$ cat src/rtl/mem_arbiter_pkg.sv
// rtl/mem_arbiter_pkg.sv - shared FSM encoding, port indices and counter width for mem_arbiter
package mem_arbiter_pkg;

  typedef enum logic [1:0] {
    IDLE   = 2'd0,
    ACCESS = 2'd1,
    DONE   = 2'd2
  } arb_state_t;

  localparam logic PORT_0 = 1'b0;
  localparam logic PORT_1 = 1'b1;

  localparam int CNT_W = 4;

endpackage

$ cat src/rtl/mem_arb_rr.sv
// rtl/mem_arb_rr.sv - two-way round-robin pick; pointer only matters when both ports request
module mem_arb_rr
  import mem_arbiter_pkg::*;
(
  input  logic req_0,
  input  logic req_1,
  input  logic pointer,
  output logic winner
);

  always_comb begin
    winner = PORT_0;
    if (req_0 && req_1) begin
      winner = pointer;
    end else if (req_1) begin
      winner = PORT_1;
    end
  end

endmodule

$ cat src/rtl/mem_arbiter.sv
// rtl/mem_arbiter.sv - two-port round-robin arbiter in front of a single combinational-read memory
module mem_arbiter
  import mem_arbiter_pkg::*;
#(
  parameter int WAIT_CYCLES = 1
) (
  input  logic        clk,
  input  logic        rst_n,
  input  logic        req_0,
  input  logic        we_0,
  input  logic [31:0] addr_0,
  input  logic [31:0] wdata_0,
  input  logic        req_1,
  input  logic        we_1,
  input  logic [31:0] addr_1,
  input  logic [31:0] wdata_1,
  output logic        ack_0,
  output logic [31:0] rdata_0,
  output logic        ack_1,
  output logic [31:0] rdata_1,
  output logic        mem_write,
  output logic [31:0] mem_address,
  output logic [31:0] mem_write_data,
  input  logic [31:0] mem_read_data,
  output logic        busy,
  output logic        grant
);

  arb_state_t       state_q, state_d;
  logic [CNT_W-1:0] cnt_q;
  logic             ptr_q;
  logic             grant_q;
  logic             we_q;
  logic [31:0]      addr_q;
  logic [31:0]      wdata_q;
  logic [31:0]      rdata_0_q;
  logic [31:0]      rdata_1_q;
  logic             winner;
  logic             any_req;
  logic             last_access;

  assign any_req     = req_0 || req_1;
  assign last_access = (state_q == ACCESS) && (cnt_q == '0);

  mem_arb_rr u_rr (
    .req_0   (req_0),
    .req_1   (req_1),
    .pointer (ptr_q),
    .winner  (winner)
  );

  always_ff @(posedge clk) begin
    if (!rst_n) begin
      state_q <= IDLE;
    end else begin
      state_q <= state_d;
    end
  end

  always_comb begin
    state_d = state_q;
    case (state_q)
      IDLE:    if (any_req) state_d = ACCESS;
      ACCESS:  if (cnt_q == '0) state_d = DONE;
      DONE:    state_d = IDLE;
      default: state_d = IDLE;
    endcase
  end

  always_comb begin
    busy      = (state_q != IDLE);
    mem_write = last_access && we_q;
    ack_0     = (state_q == DONE) && (grant_q == PORT_0);
    ack_1     = (state_q == DONE) && (grant_q == PORT_1);
  end

  // Request fields are latched at grant so a requester may drop req mid-access.
  always_ff @(posedge clk) begin
    if (!rst_n) begin
      cnt_q     <= '0;
      ptr_q     <= PORT_0;
      grant_q   <= PORT_0;
      we_q      <= 1'b0;
      addr_q    <= '0;
      wdata_q   <= '0;
      rdata_0_q <= '0;
      rdata_1_q <= '0;
    end else begin
      if (state_q == IDLE && any_req) begin
        grant_q <= winner;
        ptr_q   <= ~winner;
        cnt_q   <= CNT_W'(WAIT_CYCLES);
        if (winner == PORT_1) begin
          we_q    <= we_1;
          addr_q  <= addr_1;
          wdata_q <= wdata_1;
        end else begin
          we_q    <= we_0;
          addr_q  <= addr_0;
          wdata_q <= wdata_0;
        end
      end
      if (state_q == ACCESS && cnt_q != '0) begin
        cnt_q <= cnt_q - CNT_W'(1);
      end
      if (last_access) begin
        if (grant_q == PORT_1) begin
          rdata_1_q <= mem_read_data;
        end else begin
          rdata_0_q <= mem_read_data;
        end
      end
    end
  end

  assign mem_address    = addr_q;
  assign mem_write_data = wdata_q;
  assign rdata_0        = rdata_0_q;
  assign rdata_1        = rdata_1_q;
  assign grant          = grant_q;

endmodule

$ cat config.mk
export PLATFORM = sky130hd
export DESIGN_NAME = mem_arbiter
export DESIGN_NICKNAME = d
export VERILOG_FILES = /design/src/rtl/mem_arbiter_pkg.sv /design/src/rtl/mem_arb_rr.sv /design/src/rtl/mem_arbiter.sv
export SDC_FILE = /design/constraint.sdc
export NUM_CORES = 1
export LEC_CHECK = 0
export CAP_MARGIN = 20
export CORE_MARGIN = 2
export CORE_UTILIZATION = 43
export CTS_BUF_LIST = sky130_fd_sc_hd__clkbuf_16
export DETAILED_ROUTE_END_ITERATION = 7
export GPL_ROUTABILITY_DRIVEN = 0
export GPL_TIMING_DRIVEN = 0
export MAX_ROUTING_LAYER = met4
export PLACE_DENSITY = 0.86
export SETUP_SLACK_MARGIN = 0.02
export SYNTH_ARGS = -nofsm -noshare
export SYNTH_HDL_FRONTEND = slang
export SYNTH_SLANG_ARGS = --single-unit
$ cat constraint.sdc
create_clock -name clk -period 4.32 [get_ports clk]
set_input_delay 0.432 -clock clk [delete_from_list [all_inputs] [get_ports clk]]
set_output_delay 0.432 -clock clk [all_outputs]
set_load 0.02 [all_outputs]
==> flow_summary_export.csv <==
group,metric,value,unit
clock_network,tritoncts.num_buffers,17,
placement,dpl-instance-area,9000,sq um
synth,async_flop_share,0,
worst_setup_path,cp_num_buf_inv,3,
synth,syn_area,5810,sq um
synth,synth_top_area_frac,0.472,
die,die_x,120,um
clock_network,cts_tree,"built",
synth,synth_top_cells_by_count,"dfxtp_1 (137), nand2_1 (99), a31oi_1 (67), nand3_1 (67), nand4_1 (65)",
power,p_sw,1.17,mW
power,powerDensity,405,nW/um^2
power,intPower,2.72,mW
synth,synth_edf_count,0,
sta,holdWs,0.455,ns
worst_setup_path,critPathCaptureType,"primary output",
grt,grt_max_degree,17,
synth,syn_area_per_cell,8.62,sq um
status,outcome,"complete, no violations",
worst_setup_path,worstPathArrival,2.34,ns
routing,first_pass_iters,5,
die,num_rows,42,
routing,avgRoutedWirePerCell,19.4,um
synth,synth_top_family_by_area,"simple AND/OR/NAND/NOR gates",
power,combPwrFrac,0.250,
synth,synth_compound_area_frac,0.143,
die,io_pins,299,
grt,grt_pass1_wl,34200,um
power,leakagePower,3.51,nW
synth,ys_types,35,
synth,synth_cells,674,
synth,syn_nets,841,
layout,nFillCells,1009,
die,dieHeight,120,um
layout,instances_no_fill,1180,
synth,synth_xor_xnor_area_share,0,
sta,period_share,0.641,
sta,setup_viol,0,
clock_network,clk_latency,0.42,ns
power,p_clk_frac,0.383,
worst_setup_path,path_cells,"nor2_1 > inv_2 > clkbuf_1 > clkdlybuf4s50_1",
clock_network,htree_levels,4,
sta,finalHoldViolations,0,
worst_setup_path,max_stage_delay,0.69,ns
power,ir_drop,0.258,mV
power,power.total,3.89,mW
routing,via_per_inst,5.73,
worst_setup_path,cp.required,3.89,ns
layout,layout-drive-gt1-share,0.0479,
synth,ys_seq_elements,137,
sta,fmax,0.361,GHz
sta,layout_setup_ws,1.55,ns
routing,ant_nets,0,
worst_setup_path,worstSetupPathType,"flip-flop to primary output",
routing,totalWireLength,22900,um
placement,place_inst,1147,
synth,synthAdderAreaFrac,0.00215,
synth,yosys_warnings,0,
synth,synthSimpleGateAreaFrac,0.215,
routing,vias,6761,
die,die-area,14500,sq um
layout,utilization,0.725,
layout,nets,1157,
synth,synth-seq-area-share,0.472,
grt,grt-ovfl-total,0,
synth,synthMuxAreaShare,0.110,
synth,ys_top_cells_by_area,"dfxtp_1 (47%), mux2i_1 (11%), a31oi_1 (7.2%)",
sta,worstMarginPinSlew,0.685,ns
clock_network,cts_resized,0,
grt,grt_pass1_vias,6525,
layout,area_growth,65.3,%
worst_setup_path,r2r_setup_slack,2.39,ns
sta,fin_skew,0.0115,ns
routing,drc,0,
worst_setup_path,cpLargestDelayFamily,"buffers and inverters",
grt,antenna_found_initial,1,
power,sw_frac_of_total,0.302,
flow_run,cap_violations,0,
worst_setup_path,crit_fanout,10,
synth,synth_ff_type,"dfxtp_1",
worst_setup_path,slowest_stage,"clkdlybuf4s50_1",
layout,fin_area,9610,sq um
die,start_util,0.439,
clock_network,cts_buffer_depth,2,
min_path,min-delay-path-class,"flip-flop to flip-flop",
routing,drt_iter0_markers,538,
clock_network,cts.sinks,137,
clock_network,clk_pin_slew,0.06,ns
worst_setup_path,startpoint_type,"flip-flop",
power,pwr-share-seq,0.367,
synth,yosys.area.top_type,"dfxtp_1",
sta,fin_crit,2.77,ns
sta,drv_slew,0,
clock_network,clock-root-buffer,"clkbuf_16",
placement,portBuffers,297,
sta,rsz0062_at_grt,"false",
clock_network,post-cts-setup-buffer-count,0,
sta,slew-limit-headroom,0.541,
clock_network,hold_buffers,0,
die,core,13200,sq um
placement,dpl.hpwl,16900,um
grt,track_usage,0.313,
sta,finalSetupTns,0,ns
synth,synth_most_common_cell,"dfxtp_1",
placement,pre_cts_ws,1.92,ns
==> sequential cells by signal, summed over array words and instances (netlist names) <==
name and flops:
mem_address 32, mem_write_data 32, rdata_0 32, rdata_1 32, cnt_q 4, state_q 2, grant 1, ptr_q 1
we_q 1
==> metal layers <==
layer  global-route usage  wire [um]  vias to the layer above
li1                     -          -                     3122
met1                0.353       8520                     3110
met2                0.507      10900                      452
met3               0.0962       2560                       77
met4                0.148        937                        0
met5                    -          0                        -
==> power groups by stage <==
| stage | combinational, mW | sequential (mW) | clock, mW |
|---|---|---|---|
| global route | 1.03 | 1.44 | 1.55 |
| finish | 0.971 | 1.43 | 1.49 |
| CTS | 0.962 | 1.43 | 1.49 |
| detailed placement | 0.955 | 1.45 | 0 |
| floorplan | 0.358 | 1.56 | 0 |
| global placement | 0.948 | 1.45 | 0 |
==> kinds of logic after synthesis <==
kind of cell | after synthesis
and+or+nand+nor | 248
AOI/OAI and AO/OA | 145
muxes | 64
DFF | 137
adders and majority gates | 1
buffers and inverters | 79
==> worst min-delay path: cells and delay by family, from the launching register on <==
family        cells  cell delay [ns]
flops             1             0.31
simple gates      1             0.05
mux               1             0.05
==> cell type report <==
| class | instances | area (sq um) | area share |
|---|---|---|---|
| Tap cell | 176 | 220 | 0.0229 |
| Clock buffer | 17 | 425 | 0.0443 |
| Buffer | 75 | 317 | 0.0330 |
| Inverter | 4 | 15.0 | 0.00156 |
| Antenna cell | 1 | 2.50 | 0.000261 |
| Sequential cell | 137 | 2740 | 0.286 |
| Multi-Input combinational cell | 458 | 2740 | 0.285 |
| Timing Repair Buffer | 297 | 2970 | 0.309 |
| Clock inverter | 15 | 175 | 0.0182 |
==> layout by cell type, fill, tap and decap left out, types with 3 or more instances in the layout <==
| master | n |
|---|---|
| clkinvlp_4 | 5 |
| clkbuf_16 | 17 |
| mux2i_1 | 64 |
| a21oi_1 | 3 |
| bufinv_16 | 3 |
| nor3b_1 | 3 |
| o21ai_0 | 60 |
| inv_6 | 3 |
| nand4_1 | 65 |
| buf_6 | 3 |
| buf_1 | 4 |
| clkdlybuf4s50_1 | 297 |
| buf_2 | 10 |
| nand2_1 | 99 |
| dfxtp_1 | 137 |
| clkbuf_1 | 58 |
| nand3_1 | 67 |
| o21ai_1 | 7 |
| a31oi_1 | 67 |
==> path summary, 6_finish.rpt <==
check | from | end | cells after the start
worst min-delay path | rdata_0[13]$_SDFFE_PN0P_ | rdata_0[13]$_SDFFE_PN0P_ | 2
worst max register to register | cnt_q[0]$_SDFFE_PN0P_ | rdata_0[19]$_SDFFE_PN0P_ | 6
worst max-delay path | state_q[0]$_SDFFE_PN0P_ | busy | 4
worst min register to register | rdata_0[13]$_SDFFE_PN0P_ | rdata_0[13]$_SDFFE_PN0P_ | 2
Power figures use the tool's default switching activity.
